### src/rtl/instr_sequencer.sv
// rtl/instr_sequencer.sv - instruction fetch/decode/execute sequencer with CU watchdog
//
// Purpose:
//   Fetches 16-bit instruction words from a 1-cycle synchronous ROM, decodes
//   them, presents opcode/dest/src to a control unit (CU), and waits for the
//   CU to report completion (cu_state == 3'b111). If the CU stalls, a watchdog
//   abandons the instruction after TIMEOUT execute cycles and sets a sticky
//   error flag. Opcode 4'b1111 halts; 4'b0000, 4'b1101 and 4'b1110 are NOPs
//   that retire without involving the CU.
//
// Parameters:
//   RESET_PC  - program counter value after reset and on restart from HALT
//   TIMEOUT   - execute cycles allowed before the CU is considered hung
//
// Ports:
//   clk              in   clock, all state updates on the rising edge
//   rst              in   asynchronous active-high reset
//   start            in   level; leaves IDLE, or restarts from HALT
//   rom_address      out  instruction fetch address (the PC)
//   rom_read_enable  out  ROM read strobe, one cycle per fetch
//   rom_data         in   instruction word, valid the cycle after the strobe
//   opcode           out  opcode to CU, zero outside EXEC
//   dest             out  destination field to CU, zero outside EXEC
//   src              out  source field / immediate to CU, zero outside EXEC
//   cu_state         in   CU progress, 3'b111 = instruction complete
//   busy             out  high in every state except IDLE and HALT
//   halted           out  high in HALT
//   err              out  sticky CU-timeout flag
//   retired          out  saturating count of completed instructions

module instr_sequencer #(
    parameter logic [7:0] RESET_PC = 8'h00,
    parameter int         TIMEOUT  = 15
) (
    input  logic        clk,
    input  logic        rst,
    input  logic        start,
    output logic [7:0]  rom_address,
    output logic        rom_read_enable,
    input  logic [15:0] rom_data,
    output logic [3:0]  opcode,
    output logic [5:0]  dest,
    output logic [5:0]  src,
    input  logic [2:0]  cu_state,
    output logic        busy,
    output logic        halted,
    output logic        err,
    output logic [15:0] retired
);

    localparam int WD_W = (TIMEOUT > 1) ? $clog2(TIMEOUT) : 1;
    localparam logic [WD_W-1:0] WD_LAST = WD_W'(TIMEOUT - 1);

    typedef enum logic [2:0] {
        S_IDLE   = 3'd0,
        S_FETCH  = 3'd1,
        S_WAIT   = 3'd2,
        S_DECODE = 3'd3,
        S_EXEC   = 3'd4,
        S_CLEAR  = 3'd5,
        S_HALT   = 3'd6
    } state_t;

    state_t          state;
    state_t          state_next;
    logic [7:0]      pc;
    logic [15:0]     ir;
    logic [WD_W-1:0] watchdog;

    logic [3:0]  ir_opcode;
    logic        ir_halt;
    logic        ir_nop;
    logic        cu_done;
    logic        wd_expired;
    logic [15:0] retired_inc;

    assign ir_opcode   = ir[15:12];
    assign ir_halt     = (ir_opcode == 4'b1111);
    assign ir_nop      = (ir_opcode == 4'b0000) || (ir_opcode == 4'b1101) ||
                         (ir_opcode == 4'b1110);
    assign cu_done     = (cu_state == 3'b111);
    assign wd_expired  = (watchdog == WD_LAST);
    // Retired count sticks at all-ones rather than wrapping.
    assign retired_inc = (retired == 16'hFFFF) ? retired : retired + 16'd1;

    // State register
    always_ff @(posedge clk or posedge rst) begin
        if (rst) begin
            state <= S_IDLE;
        end else begin
            state <= state_next;
        end
    end

    // Next-state logic
    always_comb begin
        state_next = state;
        case (state)
            S_IDLE:   if (start) state_next = S_FETCH;
            S_FETCH:  state_next = S_WAIT;
            S_WAIT:   state_next = S_DECODE;
            S_DECODE: begin
                if (ir_halt) begin
                    state_next = S_HALT;
                end else if (ir_nop) begin
                    state_next = S_FETCH;
                end else begin
                    state_next = S_EXEC;
                end
            end
            // Completion and timeout both leave EXEC; the datapath decides
            // which one is recorded.
            S_EXEC:   if (cu_done || wd_expired) state_next = S_CLEAR;
            S_CLEAR:  state_next = S_FETCH;
            S_HALT:   if (start) state_next = S_FETCH;
            default:  state_next = S_IDLE;
        endcase
    end

    // Datapath: PC, instruction register, watchdog, error and retire count
    always_ff @(posedge clk or posedge rst) begin
        if (rst) begin
            pc       <= RESET_PC;
            ir       <= 16'h0000;
            watchdog <= '0;
            err      <= 1'b0;
            retired  <= 16'h0000;
        end else begin
            case (state)
                S_WAIT: begin
                    ir <= rom_data;
                end
                S_DECODE: begin
                    if (!ir_halt) begin
                        if (ir_nop) begin
                            pc      <= pc + 8'd1;
                            retired <= retired_inc;
                        end else begin
                            watchdog <= '0;
                        end
                    end
                end
                S_EXEC: begin
                    // Completion takes priority over a coincident timeout.
                    if (cu_done) begin
                        pc      <= pc + 8'd1;
                        retired <= retired_inc;
                    end else if (wd_expired) begin
                        pc  <= pc + 8'd1;
                        err <= 1'b1;
                    end else begin
                        watchdog <= watchdog + WD_W'(1);
                    end
                end
                S_HALT: begin
                    if (start) pc <= RESET_PC;
                end
                default: begin
                end
            endcase
        end
    end

    // Outputs decode straight from the state register so that an
    // asynchronous reset silences the CU interface in the same cycle.
    always_comb begin
        rom_address     = pc;
        rom_read_enable = 1'b0;
        opcode          = 4'b0000;
        dest            = 6'd0;
        src             = 6'd0;
        busy            = 1'b1;
        halted          = 1'b0;
        case (state)
            S_IDLE: begin
                busy = 1'b0;
            end
            S_FETCH: begin
                rom_read_enable = 1'b1;
            end
            S_EXEC: begin
                opcode = ir[15:12];
                dest   = ir[11:6];
                src    = ir[5:0];
            end
            S_HALT: begin
                busy   = 1'b0;
                halted = 1'b1;
            end
            default: begin
            end
        endcase
    end

endmodule

### config.mk
export PLATFORM = sky130hd
export DESIGN_NAME = instr_sequencer
export DESIGN_NICKNAME = d
export VERILOG_FILES = /design/src/rtl/instr_sequencer.sv
export SDC_FILE = /design/constraint.sdc
export NUM_CORES = 1
export LEC_CHECK = 0
export CORE_UTILIZATION = 35
export CTS_CLUSTER_SIZE = 30
export DETAILED_ROUTE_END_ITERATION = 12
export PLACE_DENSITY_LB_ADDON = 0.3
export SLEW_MARGIN = 20
export SYNTH_ARGS = -nofsm -noshare
export SYNTH_HDL_FRONTEND = slang
export SYNTH_SLANG_ARGS = --single-unit
### constraint.sdc
create_clock -name clk -period 2.6 [get_ports clk]
set_clock_uncertainty 0.15 [all_clocks]
set_input_delay 0.52 -clock clk [delete_from_list [all_inputs] [get_ports clk]]
set_output_delay 0.52 -clock clk [all_outputs]
set_load 0.05 [all_outputs]
==> impl_metrics.prom <==
# TYPE chip_impl_metric gauge
chip_impl_metric{name="tns",unit="ns"} 0
chip_impl_metric{name="clk_latency",unit="ns"} 0.30
chip_impl_metric{name="worst_ir_drop_vdd",unit="uV"} 717
chip_impl_metric{name="critical_path.max_stage_delay",unit="ns"} 0.39
chip_impl_metric{name="post_synth_inst_count",unit=""} 230
chip_impl_info{name="post_synth_main_area_contributors",value="sky130_fd_sc_hd__dfrtp_1, sky130_fd_sc_hd__mux2_2, sky130_fd_sc_hd__and2_1"} 1
chip_impl_info{name="worst_setup_ep_type",value="output port"} 1
chip_impl_metric{name="syn-mean-instance-area",unit="um2"} 10.6
chip_impl_metric{name="final_antenna_net_count",unit=""} 0
chip_impl_metric{name="drt_drc_violations_left",unit=""} 0
chip_impl_info{name="startpoint",value="state[1]"} 1
chip_impl_metric{name="final_period_utilization",unit="%"} 92.5
chip_impl_info{name="slowest_stage",value="sky130_fd_sc_hd__dfrtp_1"} 1
chip_impl_metric{name="io_pins",unit=""} 66
chip_impl_metric{name="total_power",unit="uW"} 3430
chip_impl_metric{name="worst-path-stages",unit=""} 5
chip_impl_info{name="busiest_layer",value="met2"} 1
chip_impl_info{name="dominantRegCellSynth",value="sky130_fd_sc_hd__dfrtp_1"} 1
chip_impl_metric{name="fillers",unit=""} 593
chip_impl_info{name="worst_r2r_startpoint",value="ir[12]"} 1
chip_impl_metric{name="yosys_warnings",unit=""} 0
chip_impl_info{name="hold_path_class",value="reg2reg"} 1
chip_impl_metric{name="antenna_cells_inserted",unit=""} 0
chip_impl_metric{name="seqCellArea",unit="um2"} 1200
chip_impl_metric{name="drtPass1Iterations",unit=""} 6
chip_impl_metric{name="layout.nets",unit=""} 324
chip_impl_metric{name="post_synthesis_instance_area",unit="um2"} 2430
chip_impl_metric{name="initial_utilization",unit="%"} 37.2
chip_impl_metric{name="cts.sink_count",unit=""} 48
chip_impl_metric{name="globalRouteMet2Util",unit="%"} 25.4
chip_impl_metric{name="holdBufCountCts",unit=""} 0
chip_impl_metric{name="ys_seq_area_share",unit="%"} 49.5
chip_impl_metric{name="global_route_total_overflow",unit=""} 0
chip_impl_metric{name="power.density_cell_area",unit="nW/um2"} 990
chip_impl_info{name="outcome",value="finished, final reports clean"} 1
chip_impl_info{name="synth_top_area_cell",value="sky130_fd_sc_hd__dfrtp_1"} 1
chip_impl_metric{name="report.final.setup_viol",unit=""} 0
chip_impl_info{name="timing.critical_path.cells",value="buf_4, nor3b_2, buf_4, and2_1, buf_12"} 1
chip_impl_metric{name="routabilityCongestion",unit=""} 0.833
chip_impl_info{name="ys_top_cells_by_count",value="sky130_fd_sc_hd__dfrtp_1, sky130_fd_sc_hd__and2_1, sky130_fd_sc_hd__mux2_2"} 1
chip_impl_info{name="reg2reg_to",value="retired[1]"} 1
chip_impl_metric{name="critical_path_peak_fanout",unit=""} 17
chip_impl_metric{name="synthToLayoutAreaGrowth",unit="%"} 42.9
chip_impl_metric{name="htree_levels",unit=""} 2
chip_impl_metric{name="leakagePower",unit="uW"} 0.00145
chip_impl_metric{name="synthArstFlopShare",unit="%"} 100
chip_impl_metric{name="clkTransAtPathRegs",unit="ns"} 0.09
chip_impl_metric{name="cts_made_buffers",unit=""} 5
chip_impl_info{name="crit_end",value="src[2]"} 1
chip_impl_metric{name="synth_enable_flop_cells",unit=""} 0
chip_impl_info{name="post-synth-top-count-cell",value="sky130_fd_sc_hd__dfrtp_1"} 1
chip_impl_metric{name="slew_worst_pin",unit="ns"} 0.570
chip_impl_metric{name="placeableCoreArea",unit="um2"} 6530
chip_impl_metric{name="detail_route.wl_per_cell",unit="um"} 14.4
chip_impl_metric{name="layout-drive-gt1-share",unit="%"} 17.8
chip_impl_metric{name="vias",unit=""} 1964
chip_impl_metric{name="grtUsageTotal",unit="%"} 16.2
chip_impl_info{name="cp_top_family",value="buffers and inverters"} 1
chip_impl_metric{name="routed_via_density",unit=""} 5.24
chip_impl_metric{name="slew_violations",unit=""} 0
chip_impl_metric{name="dieArea",unit="um2"} 7280
chip_impl_metric{name="synth_top_area_share",unit="%"} 49.5
chip_impl_metric{name="vias_in_the_first_global_route",unit=""} 1923
chip_impl_info{name="criticalPathCategory",value="reg2out"} 1
chip_impl_info{name="tritoncts",value="built"} 1
chip_impl_metric{name="die_y",unit="um"} 85.3
chip_impl_info{name="worst_path_most_repeated_cell",value="sky130_fd_sc_hd__buf_4"} 1
chip_impl_metric{name="cts.path.max_buffers",unit=""} 2
chip_impl_metric{name="worst_endpoint_required_time",unit="ns"} 1.93
chip_impl_metric{name="timing.fmax",unit="MHz"} 416
chip_impl_metric{name="drt_first_iter_violations",unit=""} 58
chip_impl_metric{name="drt_wl_total",unit="um"} 5400
chip_impl_metric{name="antenna_violations_before_repair",unit=""} 0
chip_impl_metric{name="layout_min_cycle_time",unit="ns"} 2.41
chip_impl_metric{name="timing.critical_path.arrival",unit="ns"} 1.74
chip_impl_info{name="setup_repair_after_global_routing_missed_its_margin",value="no"} 1
chip_impl_metric{name="timing.max_slew.rel_slack",unit="%"} 61.9
chip_impl_info{name="startpoint_type",value="flip-flop"} 1
chip_impl_metric{name="multi_input_comb_area",unit="um2"} 1170
chip_impl_info{name="clockRootBuffer",value="sky130_fd_sc_hd__clkbuf_8"} 1
chip_impl_metric{name="cts_repair_resize_count",unit=""} 0
chip_impl_metric{name="crit_buf_inv",unit=""} 3
chip_impl_metric{name="ys_ff_latch",unit=""} 48
chip_impl_metric{name="grtUsageMet1",unit="%"} 22.8
chip_impl_metric{name="r2r_setup_slack",unit="ns"} 0.35
chip_impl_metric{name="groute.layer.met3.usage",unit="%"} 3.11
chip_impl_metric{name="post_synth_net_total",unit=""} 256
chip_impl_metric{name="fp.dieW",unit="um"} 85.3
chip_impl_metric{name="std_cell_rows",unit=""} 29
chip_impl_metric{name="largest_net_degree_at_the_start_of_global_routing",unit=""} 29
chip_impl_metric{name="worstRegToRegCells",unit=""} 4
chip_impl_metric{name="netlist-cell-type-count",unit=""} 41
chip_impl_metric{name="max_cap_viol_count",unit=""} 0
chip_impl_metric{name="finalHoldViolCount",unit=""} 0
chip_impl_metric{name="postCtsSetupBuffers",unit=""} 0
chip_impl_metric{name="portBuffers",unit=""} 65
chip_impl_metric{name="grt_first_pass_wirelength",unit="um"} 9410
chip_impl_metric{name="half_perimeter_wire_length_after_placement",unit="um"} 3940
routing by layer:
metal  wire length, um  vias to the layer above
li1                  -                      964
met1              2560                      958
met2              2600                       38
met3               189                        4
met4                54                        0
met5                 0                        -
worst register-to-register path: cells and delay by family (launching register included):
kind            cells  cell delay, ns
simple gates        2            0.83
flops               1            0.43
compound gates      1            0.36
mux                 1            0.36
cell type report:
type	count	area share [%]
inverters	8	0.865
multi-input cells	166	33.7
flip-flops and latches	48	34.6
clock inverters	2	1.73
repair buffers	69	24.4
clock buffers	5	1.98
well taps	77	2.78
logic make-up after synthesis:
kind of cell,Yosys count,synth area share (%)
and+or+nand+nor,92,21.4
buffers and inverters,16,2.63
xor gates and xnor gates,14,5.05
AOI/OAI and AO/OA,37,10.1
adders and majority gates,4,2.06
DFF,48,49.5
muxes,19,9.27
cell usage in the layout, fill, tap and decap left out, drive strengths merged, types with 6 or more instances in the layout:
| cell type | synthesis | final |
|---|---|---|
| inv | 8 | 8 |
| mux2 | 18 | 18 |
| clkdlybuf4s50 | 0 | 46 |
| o21ai | 16 | 16 |
| dfrtp | 48 | 48 |
| and2 | 18 | 18 |
| nand4 | 12 | 12 |
| xnor2 | 9 | 9 |
| nor2 | 6 | 6 |
| buf | 3 | 23 |
| nor3 | 6 | 6 |
| nand3 | 13 | 13 |
| nand2 | 15 | 15 |
report_power, final:
group	internal, uW	total [uW]	switching, uW
clock network	379	619	241
registers	982	1200	222
logic	685	1610	927
sequential cells by signal, summed over array words and instances, names as in the netlist:
name	cells
ir	16
retired	16
rom_address	8
watchdog	4
state	3
err	1
stage by stage:
step	instance area (um2)	setup WS, ns	utilization [%]	cells	hold WS [ns]
after floorplan	2430	0.256	-	230	0.322
after global placement	3340	0.198	51.2	368	0.311
after detailed placement	3340	0.175	51.2	368	0.311
after CTS	3470	0.163	53.1	375	0.330
after global routing	3470	0.0670	53.1	375	0.340
final	3470	0.194	53.1	375	0.323
worst min-delay path by stage:
| stage | from | end | cells after the start |
|---|---|---|---|
| after CTS | rom_address[7] | rom_address[7] | 1 |
| after global placement | rom_address[7] | rom_address[7] | 1 |
| after floorplan | ir[0] | ir[0] | 1 |
| after global routing | rom_address[7] | rom_address[7] | 1 |
| final | rom_address[7] | rom_address[7] | 1 |
| after detailed placement | err | err | 1 |
No activity file was read; power rests on OpenSTA's default activity.
